`config.mk`:
```
export PLATFORM = sky130hd
export DESIGN_NAME = rd_ptr_ctrl
export DESIGN_NICKNAME = d
export VERILOG_FILES = /design/src/rtl/rd_ptr_ctrl.sv
export SDC_FILE = /design/constraint.sdc
export NUM_CORES = 1
export LEC_CHECK = 0
export BUFFER_PORTS_ARGS = -buffer_cell sky130_fd_sc_hd__buf_2
export CAP_MARGIN = 30
export CORE_AREA = 2 2 53 55
export CTS_BUF_LIST = sky130_fd_sc_hd__clkbuf_16
export CTS_CLUSTER_SIZE = 10
export DETAILED_ROUTE_END_ITERATION = 8
export DIE_AREA = 0 0 55 57
export GPL_TIMING_DRIVEN = 0
export PLACE_DENSITY = 0.59
export SYNTH_ARGS = -nofsm -noshare
export SYNTH_HDL_FRONTEND = slang
export SYNTH_SLANG_ARGS = --single-unit
export TNS_END_PERCENT = 50
```
`constraint.sdc`:
```
create_clock -name r_clk -period 8.1 [get_ports r_clk]
set_input_delay 2.43 -clock r_clk [delete_from_list [all_inputs] [get_ports r_clk]]
set_output_delay 2.43 -clock r_clk [all_outputs]
set_load 0.1 [all_outputs]
```
`src/rtl/rd_ptr_ctrl.sv`:
```
// rd_ptr_ctrl: read-domain pointer and flag controller for the async FIFO.
// Keeps the binary and Gray read pointers. Derives empty, almost_empty and the
// fill level from the next-state pointer, so a read is reflected on the same
// edge that accepts it. Holds a sticky underflow flag.
// Build option: define RPTR_SYNC_EN to add an internal SYNC_STAGES-deep
// synchroniser on g_wptr_sync. Without it, the input is used as already synchronised.
module rd_ptr_ctrl #(
  parameter int ADDR_W      = 4,
  parameter int AE_THRESH   = 1,
  parameter int SYNC_STAGES = 2
) (
  input  logic              r_clk,
  input  logic              rrst,
  input  logic              r_en,
  input  logic [ADDR_W:0]   g_wptr_sync,
  input  logic              uf_clr,
  output logic [ADDR_W:0]   g_rptr,
  output logic [ADDR_W:0]   b_rptr,
  output logic [ADDR_W-1:0] r_addr,
  output logic              empty,
  output logic              almost_empty,
  output logic [ADDR_W:0]   r_level,
  output logic              underflow
);

  localparam logic [ADDR_W+1:0] AE_T = (ADDR_W+2)'(AE_THRESH);

  logic [ADDR_W:0] b_rptr_q, b_rptr_d;
  logic [ADDR_W:0] g_rptr_q, g_rptr_d;
  logic [ADDR_W:0] level_q, level_d;
  logic            empty_q, empty_d;
  logic            ae_q, ae_d;
  logic            uf_q, uf_d;
  logic [ADDR_W:0] gw;
  logic [ADDR_W:0] wbin;
  logic            rd_ok;

`ifdef RPTR_SYNC_EN
  logic [SYNC_STAGES-1:0][ADDR_W:0] sync_q;

  // Write-pointer synchroniser chain. It resets to zero so that empty re-evaluates cleanly.
  always_ff @(posedge r_clk) begin
    if (rrst) sync_q <= '0;
    else      sync_q <= {sync_q[SYNC_STAGES-2:0], g_wptr_sync};
  end

  assign gw = sync_q[SYNC_STAGES-1];
`else
  assign gw = g_wptr_sync;
`endif

  // Gray-to-binary conversion of the write pointer: XOR prefix from the MSB down.
  always_comb begin
    wbin         = '0;
    wbin[ADDR_W] = gw[ADDR_W];
    for (int i = ADDR_W - 1; i >= 0; i--)
      wbin[i] = wbin[i+1] ^ gw[i];
  end

  // Next-state pointers and flags. All are derived from the post-read pointer.
  always_comb begin
    rd_ok    = r_en & ~empty_q;
    b_rptr_d = b_rptr_q + {{ADDR_W{1'b0}}, rd_ok};
    g_rptr_d = b_rptr_d ^ (b_rptr_d >> 1);
    empty_d  = (g_rptr_d == gw);
    level_d  = wbin - b_rptr_d;
    ae_d     = ({1'b0, level_d} <= AE_T);
    // The set condition is applied after the clear, so a new underflow wins over uf_clr.
    uf_d     = uf_q;
    if (uf_clr)         uf_d = 1'b0;
    if (r_en & empty_q) uf_d = 1'b1;
  end

  // State registers. A synchronous reset overrides every other input.
  always_ff @(posedge r_clk) begin
    if (rrst) begin
      b_rptr_q <= '0;
      g_rptr_q <= '0;
      level_q  <= '0;
      empty_q  <= 1'b1;
      ae_q     <= 1'b1;
      uf_q     <= 1'b0;
    end else begin
      b_rptr_q <= b_rptr_d;
      g_rptr_q <= g_rptr_d;
      level_q  <= level_d;
      empty_q  <= empty_d;
      ae_q     <= ae_d;
      uf_q     <= uf_d;
    end
  end

  assign g_rptr       = g_rptr_q;
  assign b_rptr       = b_rptr_q;
  assign r_addr       = b_rptr_q[ADDR_W-1:0];
  assign empty        = empty_q;
  assign almost_empty = ae_q;
  assign r_level      = level_q;
  assign underflow    = uf_q;

endmodule

```
# Yosys cells after proc, flatten, opt, wreduce, memory -nomap -nowiden
# Cells that the tools add are included.
totals:
  reg_bits: 18
  inputBits: 9
  output_inout_bits: 22
  word_cells: 21
op_classes:
  addsub: 2
  magnitude_cmp: 1
  eq_ne: 1
  n_mux: 2
  bitwise: 8
  reduce_logical: 1
ops:
  columns: ["op", "count"]
  rows:
  - ["adder 5 x 1 -> 5 bit", 1]
  - ["equality test 5 bit", 1]
  - ["less-or-equal comparator 5 x 1 -> 1 bit (second input constant)", 1]
  - ["subtractor 5 bit", 1]
  - ["XOR 5 x 4 -> 5 bit", 1]
  - ["XOR 1 bit", 4]
  - ["bitwise AND 1 bit", 2]
  - ["two-way mux 1 bit", 2]
  - ["nonzero test 2 bit", 1]
  - ["NOT 1 bit", 1]

# Logic depth before layout (Yosys ltp)
# Gate-level depths: netlist (run 1).
depth:
  word_depth: 6
  mapped_depth: 10
  depth_no_buf: 10

# Least setup slack after synthesis (run 1)
# OpenSTA, ideal clock, no wires.
synth_path:
  path_type: "input port to flip-flop"
  from: "input g_wptr_sync[2]"
  to: "register ae_q (netlist: almost_empty)"
  setup_ns: 0.103
  t_arrival_ns: 4.792
  t_required_ns: 7.997
  slack_ns: 3.205
  stages: 9
  path_buffers: 0
  cell_sequence: "xor3_2 xnor2_1 xor2_1 ha_1 fa_1 and2b_2 a221o_1 xor2_1 a2111oi_2"
synth_via:
  elab_chain_cells: 5
synth_lines:
  columns: ["item", "line", "text"]
  rows:
  - ["from (decl)", "15", "input logic [ADDR_W:0] g_wptr_sync,"]
  - ["XOR 1 bit *", "57", "wbin[i] = wbin[i+1] ^ gw[i];"]
  - ["XOR 1 bit (2 in series)", "57", null]
  - ["subtractor 5 bit *", "66", "level_d = wbin - b_rptr_d;"]
  - ["less-or-equal comparator 5 x 1 -> 1 bit *", "67", "ae_d = ({1'b0, level_d} <= AE_T);"]
  - ["to (signal assigned)", "81", "ae_q <= 1'b1;"]
  - ["to (signal assigned)", "88", "ae_q <= ae_d;"]
  - ["to (decl)", "32", "logic ae_q, ae_d;"]
# Every way passes the cells marked *; elsewhere a longest branch is shown, timed or not.
# A chain may end at the register's enable or synchronous reset.

# Worst setup path in the final report (run 1)
# Same ends and word-level chain as after synthesis.

==> flow_metrics.py, run 1 <==
metrics = {
    "run_status": {
        "outcome": "finished clean",
    },
    "worst_setup_path": {
        "critPathKind": "in2reg",
        "crit_fanout": 3,
        "required_ps": 8250,
        "critPathArrivalTime_ps": 5050,
        "start_kind": "input port",
        "critPathCaptureType": "flip-flop",
    },
    "placement": {
        "gp_congestion": 0.820,
        "dp_hpwl_um": 1230,
        "port_buffers": 30,
        "dpl_worst_slack_ps": 2910,
        "place_area_sq_um": 1050,
    },
    "clock_tree": {
        "cts_resized": 0,
        "clk_pin_slew_ps": 50,
        "htree_levels": 1,
        "clockBufferDepth": 2,
        "cts_sinks": 17,
        "ctsRootBufferMaster": "clkbuf_16",
        "cts-buffers-inserted": 3,
        "cts_hold_buf": 0,
        "worst_skew_pair.late_latency_ps": 240,
        "cts_tree": "yes",
        "post_cts_buffers": 0,
    },
    "sta": {
        "grt_setup_unrepaired": "no",
        "finalSetupViolCount": 0,
        "hold_viol": 0,
        "relSlewSlack": 0.609,
        "min_period_ps": 4900,
        "slew_violations": 0,
        "fin_ws_ps": 3200,
        "skew_ps": 2.23,
        "fin_hold_ws_ps": 467,
        "fmax_mhz": 204,
        "fin_crit_sh": 0.606,
        "setup_tns_ps": 0,
        "max_slew.worst_pin.slew_ps": 585,
    },
    "yosys": {
        "synthAdderAreaFrac": 0.110,
        "synth_nets": 104,
        "synth-xor-area-share": 0.192,
        "syn_inst": 88,
        "syn_area_per_cell_sq_um": 9.78,
        "yosys_warnings": 0,
        "ys_seq_area_frac": 0.395,
        "synth_compound_area_frac": 0.0683,
        "synthSimpleGateAreaFrac": 0.160,
        "synth_top_family_by_area": "XOR/XNOR gates",
        "muxShareOfSynthArea": 0,
        "synth-seq-cells": 17,
        "synthDistinctLibCells": 26,
        "syn_area_sq_um": 861,
    },
    "final_layout": {
        "final_nets": 139,
        "final_cell_mix": "30 x buf_2, 17 x dfxtp_1, 12 x nor2_1, 8 x xnor2_1, 8 x xor2_1",
        "antenna_cells": 0,
        "syn_to_final_growth_pct": 31.1,
        "final_common_cell": "buf_2",
        "drive_gt1_frac": 0.352,
        "fin_area_sq_um": 1130,
    },
    "floorplanning": {
        "die_w_um": 55,
        "fp.dieArea_sq_um": 3140,
        "core_area_sq_um": 2620,
        "pin_count": 31,
        "die_h_um": 57,
        "row_count": 19,
        "initial_utilization": 0.329,
    },
    "power_and_ir_drop": {
        "power.density_nw_per_um2": 271,
        "ir_worst_vdd_v": 0.000114,
        "finalPower_mw": 0.306,
        "p_leak_nw": 0.575,
    },
    "grt": {
        "grt_first_pass_wirelength_um": 2570,
        "grt.overflow.total": 0,
        "first_global_vias": 614,
        "antenna_found_initial": 0,
        "track_usage": 0.115,
        "grt_max_degree": 11,
    },
    "hold_path": {
        "min_path_type": "reg2reg",
    },
    "routing": {
        "avgRoutedWirePerCell_um": 10.1,
        "firstDrtPassIters": 4,
        "drtAntennaViolNets": 0,
        "avgViaCountPerCell": 4.44,
        "num_vias": 679,
        "drc": 0,
        "drtIter0Drc": 12,
        "postRouteWirelength_um": 1550,
    },
    "flow_run": {
        "max_cap_violations": 0,
    },
}
-- synth_stat cells --
master	number	area share
dfxtp_1	17	0.40
nor3_1	2	0.012
xor2_1	8	0.081
xnor2_1	8	0.081
a21oi_1	1	0.0058
nor3b_1	1	0.0087
nor2b_1	3	0.022
or3_1	1	0.0073
o21ai_0	1	0.0058
and2b_2	1	0.010
clkbuf_1	1	0.0044
nand2b_1	1	0.0073
a221o_1	1	0.012
buf_4	5	0.044
fa_1	1	0.023
and2_2	1	0.0087
xor3_2	1	0.029
nand3_1	4	0.023
a21boi_0	1	0.0087
ha_1	6	0.087
nor2_1	12	0.052
a31o_2	1	0.010
nand2_1	2	0.0087
a2111oi_2	1	0.017
inv_1	6	0.026
o31ai_1	1	0.0087
-- logic make-up (layout without fill, tap and decap cells) --
| logic type | after synthesis | count (layout) |
|---|---|---|
| simple gates | 28 | 28 |
| flops | 17 | 17 |
| fa+ha+maj | 7 | 7 |
| xor+xnor | 17 | 17 |
| compound gates | 7 | 7 |
| buf+inv | 12 | 46 |
-- per-stage QoR --
stage | std cells | utilization
after global placement | 149 | 0.401
after detailed placement | 149 | 0.401
after global routing | 153 | 0.432
after CTS | 153 | 0.432
after floorplan | 88 | -
final | 153 | 0.432
-- critical path, stage by stage --
cell and delay [ps]:
buf_2 90, xor3_2 470, xnor2_1 350, xor2_1 180
ha_1 210, fa_1 220, and2b_2 220, a221o_1 330
xor2_1 190, a2111oi_2 350
-- final timing paths --
kind / start / end / slack [ps] / depth (start not counted)
worst max-delay path: g_wptr_sync[2] / almost_empty / 3200 / 10
worst min-delay path: underflow / underflow / 470 / 2
worst max register to register: empty / almost_empty / 5340 / 9
worst min register to register: underflow / underflow / 470 / 2
-- flip-flops by register name, indices dropped and copies added, names as in the netlist --
name          flops
empty             1
r_level           5
underflow         1
g_rptr            4
almost_empty      1
b_rptr            5
-- where the power goes --
group | internal, mW | switching (mW) | leakage, nW
combinational | 0.0266 | 0.0902 | 0.393
clock | 0.0653 | 0.0291 | 0.0423
sequential | 0.0923 | 0.00218 | 0.140
total | 0.184 | 0.121 | 0.575
-- per-layer routing --
layer  global-route usage  vias to the layer above  routed length, um
met2                0.177                       17                766
li1                     -                      351                  -
met1                0.137                      309                694
met5                    0                        -                  0
met4               0.0836                        0                  8
met3               0.0236                        2                 81
-- cell type report --
class | count | area (sq um)
Fill cell | 271 | 1490
Multi-Input combinational cell | 59 | 457
Sequential cell | 17 | 340
Timing Repair Buffer | 30 | 150
Clock buffer | 3 | 75.1
Buffer | 6 | 41.3
Tap cell | 31 | 38.8
Inverter | 6 | 22.5
Clock inverter | 1 | 3.75
Note: power is estimated with default switching activity, not from simulation.
==> inputs of run 2 (changes only) <==
Settings changed: PLACE_DENSITY 0.59 to 0.61.
Clock period 8.1 ns to 4.2 ns, I/O delays scaled along.
==> run 2 against run 1 <==
Net effect: routed wire length grew 3.6%; flip-flop and latch count is the same; sequential share of layout area is the same; critical path depth is the same; combinational power grew 94%; sequential power grew 93%; non-clock buffer count is the same; core utilization is the same; worst hold slack gained 3.2 ps; register-to-register slack lost 3900 ps; critical endpoint unchanged; largest cell class unchanged.
==> flow_metrics.py, run 2 (synthesis gave the netlist of run 1 again) <==
metrics = {
    "power_and_ir_drop": {
        "ir_worst_vdd_v": 0.000262,
        "p_leak_nw": 0.575,
        "power.density_nw_per_um2": 526,
    },
    "sta": {
        "min_period_ps": 3810,
        "max_slew.worst_pin.slew_ps": 560,
        "hold_viol": 0,
        "slew_violations": 0,
        "setup_tns_ps": 0,
        "fin_crit_sh": 0.907,
        "relSlewSlack": 0.626,
        "fmax_mhz": 263,
        "fin_ws_ps": 391,
        "skew_ps": 1.18,
        "finalSetupViolCount": 0,
        "grt_setup_unrepaired": "no",
    },
    "grt": {
        "grt_max_degree": 11,
        "antenna_found_initial": 0,
        "grt.overflow.total": 0,
        "grt_busiest_layer": "met2",
        "grtUsageMet2": 0.201,
        "use_met3": 0.0183,
        "track_usage": 0.120,
        "grt_use_met1": 0.137,
        "first_global_vias": 661,
        "grt_first_pass_wirelength_um": 2730,
    },
    "worst_setup_path": {
        "crit_fanout": 3,
        "start_kind": "input port",
        "r2r_end": "almost_empty",
        "critPathKind": "in2reg",
        "critPathCaptureType": "flip-flop",
        "critPathArrivalTime_ps": 3950,
        "required_ps": 4340,
        "r2r_slack_ps": 1440,
        "r2r_start": "empty",
        "reg2regPathDepth": 9,
    },
    "floorplanning": {
        "initial_utilization": 0.329,
        "die_w_um": 55,
        "die_h_um": 57,
        "row_count": 19,
        "pin_count": 31,
        "fp.dieArea_sq_um": 3140,
        "core_area_sq_um": 2620,
    },
    "final_layout": {
        "syn_to_final_growth_pct": 31.1,
        "antenna_cells": 0,
        "drive_gt1_frac": 0.352,
        "fillerInstances": 275,
        "final_cell_mix": "30 x buf_2, 17 x dfxtp_1, 12 x nor2_1, 8 x xnor2_1, 8 x xor2_1",
        "final_common_cell": "buf_2",
        "final_nets": 139,
    },
    "clock_tree": {
        "ctsRootBufferMaster": "clkbuf_16",
        "clockBufferDepth": 2,
        "cts_hold_buf": 0,
        "post_cts_buffers": 0,
        "cts_tree": "yes",
        "clk_pin_slew_ps": 50,
        "cts_resized": 0,
        "htree_levels": 1,
        "worst_skew_pair.late_latency_ps": 240,
        "cts_sinks": 17,
        "cts-buffers-inserted": 3,
    },
    "placement": {
        "gp_congestion": 0.794,
        "port_buffers": 30,
        "dp_hpwl_um": 1250,
        "dpl_worst_slack_ps": 162,
    },
    "routing": {
        "avgViaCountPerCell": 4.41,
        "firstDrtPassIters": 4,
        "postRouteWirelength_um": 1610,
        "num_vias": 675,
        "drc": 0,
        "drtAntennaViolNets": 0,
        "drtIter0Drc": 5,
        "avgRoutedWirePerCell_um": 10.5,
    },
    "run_status": {
        "outcome": "finished clean",
    },
    "hold_path": {
        "min_path_type": "reg2reg",
        "min_from": "underflow",
        "whs_endpoint": "underflow",
        "hold_depth": 2,
    },
    "flow_run": {
        "max_cap_violations": 0,
    },
}
==> run 2: cell counts in the layout (fill, tap and decap cells not counted) <==
No cell type changed its count.
==> run 2: layout make-up <==
class / instances / area (sq um) / area share
clock inverters: 1 / 3.75 / 0.00333
inverters: 6 / 22.5 / 0.0200
clock buffers: 3 / 75.1 / 0.0665
repair buffers: 30 / 150 / 0.133
multi-input cells: 59 / 457 / 0.405
well taps: 31 / 38.8 / 0.0344
flip-flops and latches: 17 / 340 / 0.302
plain buffers: 6 / 41.3 / 0.0366
==> run 2: where the power goes <==
group	total, mW	switching, mW	internal (mW)
Combinational	0.227	0.176	0.0513
Sequential	0.182	0.00444	0.178
Clock	0.184	0.0578	0.126
Total	0.593	0.238	0.355
==> run 2: worst max-delay path, stage by stage <==
cell	delay (ps)
buf_2	100
xor3_2	470
xnor2_1	370
xor2_1	210
ha_1	220
fa_1	210
and2b_2	220
a221o_1	330
xor2_1	190
a2111oi_2	360
==> run 2: per-stage QoR <==
step / instance area, sq um / util / total power, mW / hold slack, ps / instances
6_report: 1130 / 0.432 / 0.593 / 470 / 153
5_1_grt: 1130 / 0.432 / 0.620 / 494 / 153
3_3_place_gp: 1050 / 0.401 / 0.411 / 454 / 149
3_5_place_dp: 1050 / 0.401 / 0.412 / 462 / 149
2_1_floorplan: 861 / - / 0.378 / 893 / 88
4_1_cts: 1130 / 0.432 / 0.599 / 480 / 153
==> run 2: worst max-delay path by stage <==
stage	startpoint	endpoint	slack, ps	cells past startpoint
final	g_wptr_sync[2]	almost_empty	390	10
after global routing	g_wptr_sync[2]	almost_empty	150	10
after CTS	g_wptr_sync[2]	almost_empty	340	10
after detailed placement	g_wptr_sync[2]	almost_empty	160	10
after global placement	g_wptr_sync[2]	almost_empty	210	10
after floorplan	g_wptr_sync[2]	almost_empty	470	9
==> run 2: metal layers <==
layer / vias to the layer above / wire [um]
li1: 348 / -
met1: 307 / 704
met2: 16 / 799
met3: 4 / 61
met4: 0 / 42
met5: - / 0
